### src/rtl/vr_multi_loader.sv
// vr_multi_loader: keeps NUM_CH digital-pot wiper channels in sync with their
// parallel inputs over a 3-wire serial link (sclk, cs_n, sdi).
// Every channel is written after reset, after shutdown, and on refresh_i;
// otherwise a channel is rewritten only when its input differs from the last
// value sent. Channels are served round-robin starting after ch_o.
//
// Optional build macro: VR_SCLK_GATE_EN
//   defined   -> sclk_o is held low outside SHIFT
//   undefined -> sclk_o runs continuously (legacy free-running wiring)
//
// state  | meaning
// IDLE   | link quiet, waiting for a dirty channel and a falling tick
// SHIFT  | cs_n low, FRAME_W bits shifted MSB first, one bit per sclk period
// HOLD   | cs_n high gap of CS_GAP sclk periods after a frame
// SHDN   | device shut down, any frame aborted, all channels marked for rewrite
module vr_multi_loader #(
  parameter int NUM_CH  = 2,
  parameter int DATA_W  = 8,
  parameter int ADDR_W  = 2,
  parameter int CLK_DIV = 1,
  parameter int CS_GAP  = 1
) (
  input  logic                       clk_i,
  input  logic                       rst_ni,
  input  logic                       chip_en_i,
  input  logic                       refresh_i,
  input  logic [NUM_CH*DATA_W-1:0]   val_i,
  output logic                       shdn_n_o,
  output logic                       cs_n_o,
  output logic                       sdi_o,
  output logic                       sclk_o,
  output logic                       busy_o,
  output logic                       done_o,
  output logic [ADDR_W-1:0]          ch_o
);

  localparam int FRAME_W     = ADDR_W + DATA_W;
  localparam int SHIFT_TICKS = 2 * FRAME_W;
  localparam int HOLD_TICKS  = 2 * CS_GAP;
  localparam int CNT_MAX     = (SHIFT_TICKS > HOLD_TICKS) ? SHIFT_TICKS : HOLD_TICKS;
  localparam int CNT_W       = $clog2(CNT_MAX);
  localparam int DIV_W       = (CLK_DIV > 1) ? $clog2(CLK_DIV) : 1;

  localparam logic [1:0] ST_IDLE  = 2'd0;
  localparam logic [1:0] ST_SHIFT = 2'd1;
  localparam logic [1:0] ST_HOLD  = 2'd2;
  localparam logic [1:0] ST_SHDN  = 2'd3;

  logic [1:0]         state_q, state_d;
  logic [DIV_W-1:0]   div_q, div_d;
  logic               sclk_q;
  logic [CNT_W-1:0]   cnt_q, cnt_d;
  logic [FRAME_W-1:0] sr_q, sr_d;
  logic               sdi_q, sdi_d;
  logic               cs_n_q, cs_n_d;
  logic               done_q, done_d;
  logic               busy_q, busy_d;
  logic               shdn_n_q, shdn_n_d;
  logic [ADDR_W-1:0]  ch_q, ch_d;
  logic [NUM_CH-1:0]  force_q, force_d;
  logic [DATA_W-1:0]  shadow_q [NUM_CH];
  logic [DATA_W-1:0]  shadow_d [NUM_CH];

  logic               tick;
  logic               fall;
  logic [NUM_CH-1:0]  dirty;
  logic               can_start;
  logic               start;
  logic               sel_found;
  logic [ADDR_W-1:0]  sel_ch;
  logic [DATA_W-1:0]  sel_val;

  // a tick fires whenever the down-counting divider reaches zero
  assign tick = (div_q == '0);
  assign fall = tick & sclk_q;
  assign div_d = tick ? DIV_W'(CLK_DIV - 1) : (div_q - DIV_W'(1));

  // free-running divider and serial clock phase
  always_ff @(posedge clk_i or negedge rst_ni) begin
    if (!rst_ni) begin
      div_q  <= '0;
      sclk_q <= 1'b0;
    end else begin
      div_q <= div_d;
      if (tick) sclk_q <= ~sclk_q;
    end
  end

  // a channel needs a write when its input moved or it was forced
  always_comb begin
    dirty = '0;
    for (int k = 0; k < NUM_CH; k++) begin
      dirty[k] = (val_i[k*DATA_W +: DATA_W] != shadow_q[k]) | force_q[k];
    end
  end

  assign can_start = chip_en_i & (|dirty);

  // round-robin pick: lowest dirty channel above ch_q, else lowest dirty overall
  always_comb begin
    sel_found = 1'b0;
    sel_ch    = '0;
    for (int k = NUM_CH - 1; k >= 0; k--) begin
      if (dirty[k] && (k > int'(ch_q))) begin
        sel_ch    = ADDR_W'(k);
        sel_found = 1'b1;
      end
    end
    if (!sel_found) begin
      for (int k = NUM_CH - 1; k >= 0; k--) begin
        if (dirty[k]) sel_ch = ADDR_W'(k);
      end
    end
    sel_val = '0;
    for (int k = 0; k < NUM_CH; k++) begin
      if (sel_ch == ADDR_W'(k)) sel_val = val_i[k*DATA_W +: DATA_W];
    end
  end

  // sequencing FSM; shutdown overrides everything else
  always_comb begin
    state_d  = state_q;
    cnt_d    = cnt_q;
    sr_d     = sr_q;
    sdi_d    = sdi_q;
    cs_n_d   = cs_n_q;
    done_d   = 1'b0;
    busy_d   = busy_q;
    shdn_n_d = shdn_n_q;
    ch_d     = ch_q;
    start    = 1'b0;
    case (state_q)
      ST_IDLE: begin
        if (fall && can_start) start = 1'b1;
      end
      ST_SHIFT: begin
        if (tick) begin
          if (cnt_q == '0) begin
            state_d = ST_HOLD;
            cs_n_d  = 1'b1;
            sdi_d   = 1'b0;
            done_d  = 1'b1;
            cnt_d   = CNT_W'(HOLD_TICKS - 1);
          end else begin
            cnt_d = cnt_q - CNT_W'(1);
            if (sclk_q) begin
              sdi_d = sr_q[FRAME_W-1];
              sr_d  = {sr_q[FRAME_W-2:0], 1'b0};
            end
          end
        end
      end
      ST_HOLD: begin
        if (tick) begin
          if (cnt_q == '0) begin
            // back-to-back frames skip IDLE so the frame period stays fixed
            if (can_start) begin
              start = 1'b1;
            end else begin
              state_d = ST_IDLE;
              busy_d  = 1'b0;
            end
          end else begin
            cnt_d = cnt_q - CNT_W'(1);
          end
        end
      end
      ST_SHDN: begin
        if (chip_en_i) begin
          state_d  = ST_IDLE;
          shdn_n_d = 1'b1;
        end
      end
      default: state_d = ST_IDLE;
    endcase
    if (start) begin
      state_d = ST_SHIFT;
      cs_n_d  = 1'b0;
      busy_d  = 1'b1;
      ch_d    = sel_ch;
      sdi_d   = sel_ch[ADDR_W-1];
      sr_d    = {sel_ch, sel_val} << 1;
      cnt_d   = CNT_W'(SHIFT_TICKS - 1);
    end
    if (!chip_en_i) begin
      state_d  = ST_SHDN;
      shdn_n_d = 1'b0;
      cs_n_d   = 1'b1;
      sdi_d    = 1'b0;
      busy_d   = 1'b0;
      done_d   = 1'b0;
    end
  end

  // snapshot on frame start; refresh and shutdown win over the start clear
  always_comb begin
    force_d  = force_q;
    shadow_d = shadow_q;
    for (int k = 0; k < NUM_CH; k++) begin
      if (start && (sel_ch == ADDR_W'(k))) begin
        shadow_d[k] = val_i[k*DATA_W +: DATA_W];
        force_d[k]  = 1'b0;
      end
      if (refresh_i || !chip_en_i) force_d[k] = 1'b1;
    end
  end

  // FSM and per-channel tracking registers
  always_ff @(posedge clk_i or negedge rst_ni) begin
    if (!rst_ni) begin
      state_q  <= ST_IDLE;
      cnt_q    <= '0;
      sr_q     <= '0;
      sdi_q    <= 1'b0;
      cs_n_q   <= 1'b1;
      done_q   <= 1'b0;
      busy_q   <= 1'b0;
      shdn_n_q <= 1'b1;
      ch_q     <= ADDR_W'(NUM_CH - 1);
      force_q  <= '1;
      for (int k = 0; k < NUM_CH; k++) shadow_q[k] <= '0;
    end else begin
      state_q  <= state_d;
      cnt_q    <= cnt_d;
      sr_q     <= sr_d;
      sdi_q    <= sdi_d;
      cs_n_q   <= cs_n_d;
      done_q   <= done_d;
      busy_q   <= busy_d;
      shdn_n_q <= shdn_n_d;
      ch_q     <= ch_d;
      force_q  <= force_d;
      for (int k = 0; k < NUM_CH; k++) shadow_q[k] <= shadow_d[k];
    end
  end

`ifdef VR_SCLK_GATE_EN
  // sclk_q and state_q change on the same falling tick, so the gate is glitch-free
  assign sclk_o = sclk_q & (state_q == ST_SHIFT);
`else
  assign sclk_o = sclk_q;
`endif

  assign shdn_n_o = shdn_n_q;
  assign cs_n_o   = cs_n_q;
  assign sdi_o    = sdi_q;
  assign busy_o   = busy_q;
  assign done_o   = done_q;
  assign ch_o     = ch_q;

endmodule
### config.mk
export PLATFORM = sky130hd
export DESIGN_NAME = vr_multi_loader
export DESIGN_NICKNAME = d
export VERILOG_FILES = /design/src/rtl/vr_multi_loader.sv
export SDC_FILE = /design/constraint.sdc
export NUM_CORES = 1
export LEC_CHECK = 0
export CORE_MARGIN = 2
export CORE_UTILIZATION = 54
export CTS_CLUSTER_DIAMETER = 100
export DETAILED_ROUTE_END_ITERATION = 10
export PLACE_DENSITY = 0.87
export SLEW_MARGIN = 20
export SYNTH_ARGS = -nofsm -noshare
export SYNTH_HDL_FRONTEND = slang
export SYNTH_SLANG_ARGS = --single-unit
export TNS_END_PERCENT = 20
### constraint.sdc
create_clock -name clk_i -period 3.15 [get_ports clk_i]
set_clock_uncertainty 0.15 [all_clocks]
set_input_delay 0.4725 -clock clk_i [delete_from_list [all_inputs] [get_ports clk_i]]
set_output_delay 0.4725 -clock clk_i [all_outputs]
set_load 0.03 [all_outputs]
# Yosys cells after proc, flatten, opt, wreduce, memory -nomap -nowiden
# Cells that the tools add are included.
# op_classes
reduce_logical,21
mul,0
order_cmp,1
mux,59
n_eq_ne,24
bitwise_logic,6
n_shift,0
div,0
n_addsub,2
# op_table
operator,count
$mux 10,5
$mux 1,34
$mux 5,5
$mux 2,10
$ne 4x4->1 const B,5
$mux 8,2
$ne 8x8->1,2
$reduce_and 4->1,3
$pmux 5 s2,1
$ne 3x1->1 const B,3
$ne 3x3->1 const B,3
$reduce_bool 2->1,4
$ne 3x2->1 const B,2
$pmux 2 s3,1
$reduce_and 3->1,2
$reduce_and 6->1,1
$logic_not 5->1,1
$ne 5x1->1 const B,1
$sub 5x1->5 const B,1
$eq 2x1->1 const B,2
$eq 2x2->1 const B,2
$logic_and 1x1->1,4
$logic_not 2->1,2
$ne 2x1->1 const B,2
other kinds (12),15
# word_totals
input_bits,20
mem_bits_ro,0
word_cells,128
memories,0
latch_bits,0
register_bits,44
out_inout_bits,8
ram_bits,0

# Logic depth before layout (Yosys ltp)
# depth
word_depth,11
mapped_depth,9

# Least setup slack after synthesis
# OpenSTA, ideal clock, no wires.
# synth_timing
path_type,flip-flop to flip-flop
startpoint,register cnt_q[0]
endpoint,register shadow_q[11] (netlist name)
setup_time_ns,0.125
synth_period_minus_slack_ns,2.195
stages_incl_launch_ff,9
n_path_buf,1
slack_ns,0.955
required_time_ns,2.875
arrival_ns,1.920
cell_sequence,dfrtp_1 -> inv_1 -> ha_1 -> nor4b_4 -> mux2i_2 -> nor3b_4 -> nand3b_2 -> buf_4 -> mux2_4
# synth_between
elab_chain_len,5
# synth_lines
item,line_no,rtl
"start, declared",52,"logic [CNT_W-1:0] cnt_q, cnt_d;"
"start signal, assigned",224,cnt_q <= cnt_d;
$logic_not 5->1,155,if (cnt_q == '0) begin
$mux 1,155,
$mux 1,154,if (tick) begin
$pmux 1 s2,132,case (state_q)
$logic_and 1x1->1,200,if (start && (sel_ch == ADDR_W'(k))) begin
"end, declared",61,logic [DATA_W-1:0] shadow_q [NUM_CH];
# No other way between the ends.
# A chain may end at the register's enable or synchronous reset.

# Worst setup path in the final report
# layout_timing
startpoint,input val_i[15]
endpoint,register shadow_q[13] (netlist name)
# layout_between
elab_chain_len,9
elab_cells_between_ends,18
cone_classes,eq/ne (1); mux (10); bitwise (2); reduce/logical (5)
# layout_lines
item,line_no,rtl
"start, declared",27,"input logic [NUM_CH*DATA_W-1:0] val_i,"
$ne 8x8->1 (*),93,dirty[k] = (val_i[k*DATA_W +: DATA_W] != shadow_q[k]) | force_q[k];
$or 1x1->1 (*),93,
$reduce_or 2->1 / $logic_and 1x1->1 (equally long branches),"97, 104",
$and 1x1->1 / $mux 1 (equally long branches),"97, 104",
$mux 1 / $mux 2 (equally long branches),"157, 111",
$mux 1 / $mux 2 (equally long branches),"155, 111",
$mux 1 / $mux 2 (equally long branches),"154, 109",
$pmux 1 s2 / $logic_not 2->1 (equally long branches),"132, 200",
$logic_and 1x1->1 (*),200,
# Mark *: on every way between the ends. The rest lies on a longest branch, timed or not.

==> results.tsv <==
stage	metric	value	unit
clock_network	Num CTS Buffers	5	
final_layout	Nets	249	
logic_synthesis	#FFs+latches synth	41	
logic_synthesis	top cell type's share of synthesized area	43.1	%
drt	Final ANT Viol Nets	0	
worst_setup_path	crit path launch	val_i[15]	
sta	Period minus WS final	2460	ps
worst_setup_path	Setup CP Type	primary input to flop	
logic_synthesis	Post-Syn Area	2090	µm²
die	Die W	66.2	µm
logic_synthesis	compound-cell area share of the yosys netlist	14.0	%
final_layout	number of diodes	0	
global_routing	initial antenna violation count	0	
pwr	Leak	1.16	nW
drt	Pre-Repair DR Iteration Count	4	
sta	final setup fails	0	
logic_synthesis	Area contributors post-synth	dfrtp_1 (43%), xor2_1 (6.7%), dfstp_2 (6.3%), nand2_1 (5.0%), mux2_2 (3.8%)	
clock_network	# Post-CTS Setup Buffers	0	
pwr	Final Power	1.92	mW
logic_synthesis	xor/xnor share of the synthesized area	6.71	%
logic_synthesis	Mapped Cells	196	
sta	unrepaired setup endpoints after global routing	no	
die	I/O pins	28	
worst_setup_path	Crit Path Max Fanout	10	
pwr	Switch Pwr	0.650	mW
logic_synthesis	Ys Warns	0	
clock_network	Worst-path clk slew	80	ps
pwr	clock power share	19.6	%
worst_setup_path	reg2reg start	cnt_q[0]	
clock_network	# hold bufs at CTS	0	
final_layout	commonest non-fill, non-tap cell in the layout	dfrtp_1	
placed_design	GPL Wtd Cong	0.798	
clock_network	PostCTS Resize Cnt	0	
clock_network	clk buf depth	2	
die	core area	3690	µm²
sta	Tcrit/Tclk final	78.2	%
global_routing	pin count of the biggest net entering global routing	42	
clock_network	clk_lat worst skew	290	ps
die	die height	66.2	µm
sta	Min Hold Slack	143	ps
logic_synthesis	largest area contributor in the netlist	dfrtp_1	
global_routing	GRT Total Usage	22.0	%
final_layout	area grow syn2layout	20.0	%
logic_synthesis	sequential share of the synthesized area	49.4	%
drt	DR vias/cell	5.61	
sta	Final Hold Fails	0	
worst_setup_path	Worst setup EP type	flop	
global_routing	first-pass GRT wire length	7210	µm
sta	max frequency	0.406	GHz
placed_design	DP Wirelength	3080	µm
pwr	Pwr Density	767	nW/µm²
clock_network	CTS tree	yes	
final_layout	area of the multi-input gates	982	µm²
clock_network	htree depth	2	
drt	Vias	1549	
logic_synthesis	simple logic cell fraction of the synthesized area	16.4	%
logic_synthesis	mux cell area share after synthesis	8.51	%
sta	Worst-Margin Slew	948	ps
sta	Pins Over Slew Limit	0	
global_routing	grt total ovfl	0	
sta	Setup TNS	0	ps
worst_setup_path	critical path startpoint category	primary input	
status	status	completed	
pwr	Sw Ratio	33.8	%
clock_network	clk root buf	clkbuf_8	
final_layout	Fillers	294	
drt	DR DRC count	0	
die	standard-cell rows	22	
die	Die ar.	4380	µm²
global_routing	vias in the first global route	1551	
pwr	VDD IR max	0.000489	V
placed_design	I/O Buffers	26	
final_layout	ratio of cells with drive above 1 in the final layout	16.7	%
logic_synthesis	Syn Nets	218	
sta	slew margin rel.	36.3	%
logic_synthesis	Top FF cell, synth	dfrtp_1	
placed_design	pre-CTS worst setup slack	416	ps
logic_synthesis	adder-cell area share of the yosys netlist	1.20	%
flow_run	# Max-Cap Violations	0	
logic_synthesis	EDFF count, synth	0	
logic_synthesis	synth unique cells	43	
pwr	Pint	1.27	mW
pwr	Flop pwr share	46.4	%
worst_setup_path	Worst Path Arrival	2490	ps
final_layout	Sequential cell area	1030	µm²
die	Initial Util	56.6	%
final_layout	leading cell types in the layout, fill and taps excluded	dfrtp_1 (36), nand2_1 (28), clkdlybuf4s50_1 (25)	
min_path	worst hold path type	primary input to async pin	
drt	Iter 0 DRT Violations	116	
logic_synthesis	largest family of logic cells by synthesized area	simple AND/OR/NAND/NOR gates	
worst_setup_path	worst path required time	3180	ps
pwr	Combinational Power Share	33.9	%
logic_synthesis	Mean Syn Cell Area	10.7	µm²
logic_synthesis	ys async rst share	100	%
sta	setup ws final	686	ps
clock_network	Sink Count	41	
drt	total wire length	4180	µm
drt	drt wl/cell	15.2	µm
[cells in the mapped netlist, types with 2 or more instances]
cell,count
o21ai_1,2
inv_1,10
dfrtp_1,36
o21ai_0,11
nand2_1,28
o221a_1,6
dfstp_2,5
nor2b_1,2
a21oi_1,4
and3_1,2
a21o_1,2
buf_2,2
nand2b_1,3
o211ai_1,2
nor2_1,7
nor4_1,2
a21boi_0,2
mux2_4,5
xor2_1,16
ha_1,2
nor3_1,6
clkbuf_1,3
mux2_2,7
buf_4,2
nand3_1,11
[power by group through the flow]
stage	Clock (mW)	Sequential, mW	Combinational, mW
after floorplan	0	0.882	0.471
after global placement	0	0.888	0.624
after global routing	0.401	0.918	0.724
after CTS	0.380	0.890	0.657
after detailed placement	0	0.896	0.655
final	0.378	0.893	0.652
[path summary, 6_finish.rpt]
| kind | to | slack (ps) | depth (start not counted) |
|---|---|---|---|
| max in group asynchronous | shadow_q[12] | 2150 | 1 |
| setup reg to reg | sr_q[8] | 700 | 8 |
| setup / recovery | shadow_q[13] | 690 | 7 |
| hold / removal | shadow_q[2] | 140 | 1 |
| min in group clk_i | shadow_q[0] | 360 | 2 |
| hold reg to reg | shadow_q[0] | 360 | 2 |
[cells by family after synthesis]
logic type | after synthesis
flip-flops | 41
adder cells (fa/ha/maj) | 2
multiplexers | 14
other | 1
AND/OR/NAND/NOR | 66
AO/OA/AOI/OAI | 39
buffers and inverters | 17
XOR/XNOR | 16
[final cells by class]
cell class	count	area share [%]
flip-flops and latches	41	41.2
clock buffers	7	3.84
multi-input cells	138	39.2
well taps	48	2.40
repair buffers	31	11.7
inverters	10	1.50
clock inverters	1	0.200
[per-layer routing]
layer  part of all wire (%)  global-route usage (%)  vias to the layer above
met5                      0                       0                        -
met2                     53                    37.6                       30
li1                       -                       -                      749
met3                    2.6                    3.41                        8
met4                    1.3                    8.67                        0
met1                     43                    27.8                      762
[metrics by stage]
step | instance area [µm²] | util, % | instances
floorplan | 2090 | - | 196
global route | 2510 | 67.9 | 276
finish | 2510 | 67.9 | 276
detailed placement | 2400 | 65.2 | 268
CTS | 2510 | 67.9 | 276
global placement | 2400 | 65.2 | 268
[worst max-delay path, stage by stage]
cell and delay [ps]:
clkdlybuf4s50_1 450, xor2_1 170, nor4_1 410, a31oi_1 130, nand3b_2 330, buf_4 230
mux2_4 300
[registers in the layout (all words and copies together), names as in the netlist, 2 cells and up]
| signal | cells |
|---|---|
| cnt_q | 5 |
| force_q | 2 |
| shadow_q | 16 |
| sr_q | 9 |
| state_q | 2 |
Note: power is estimated with default switching activity, not from simulation.
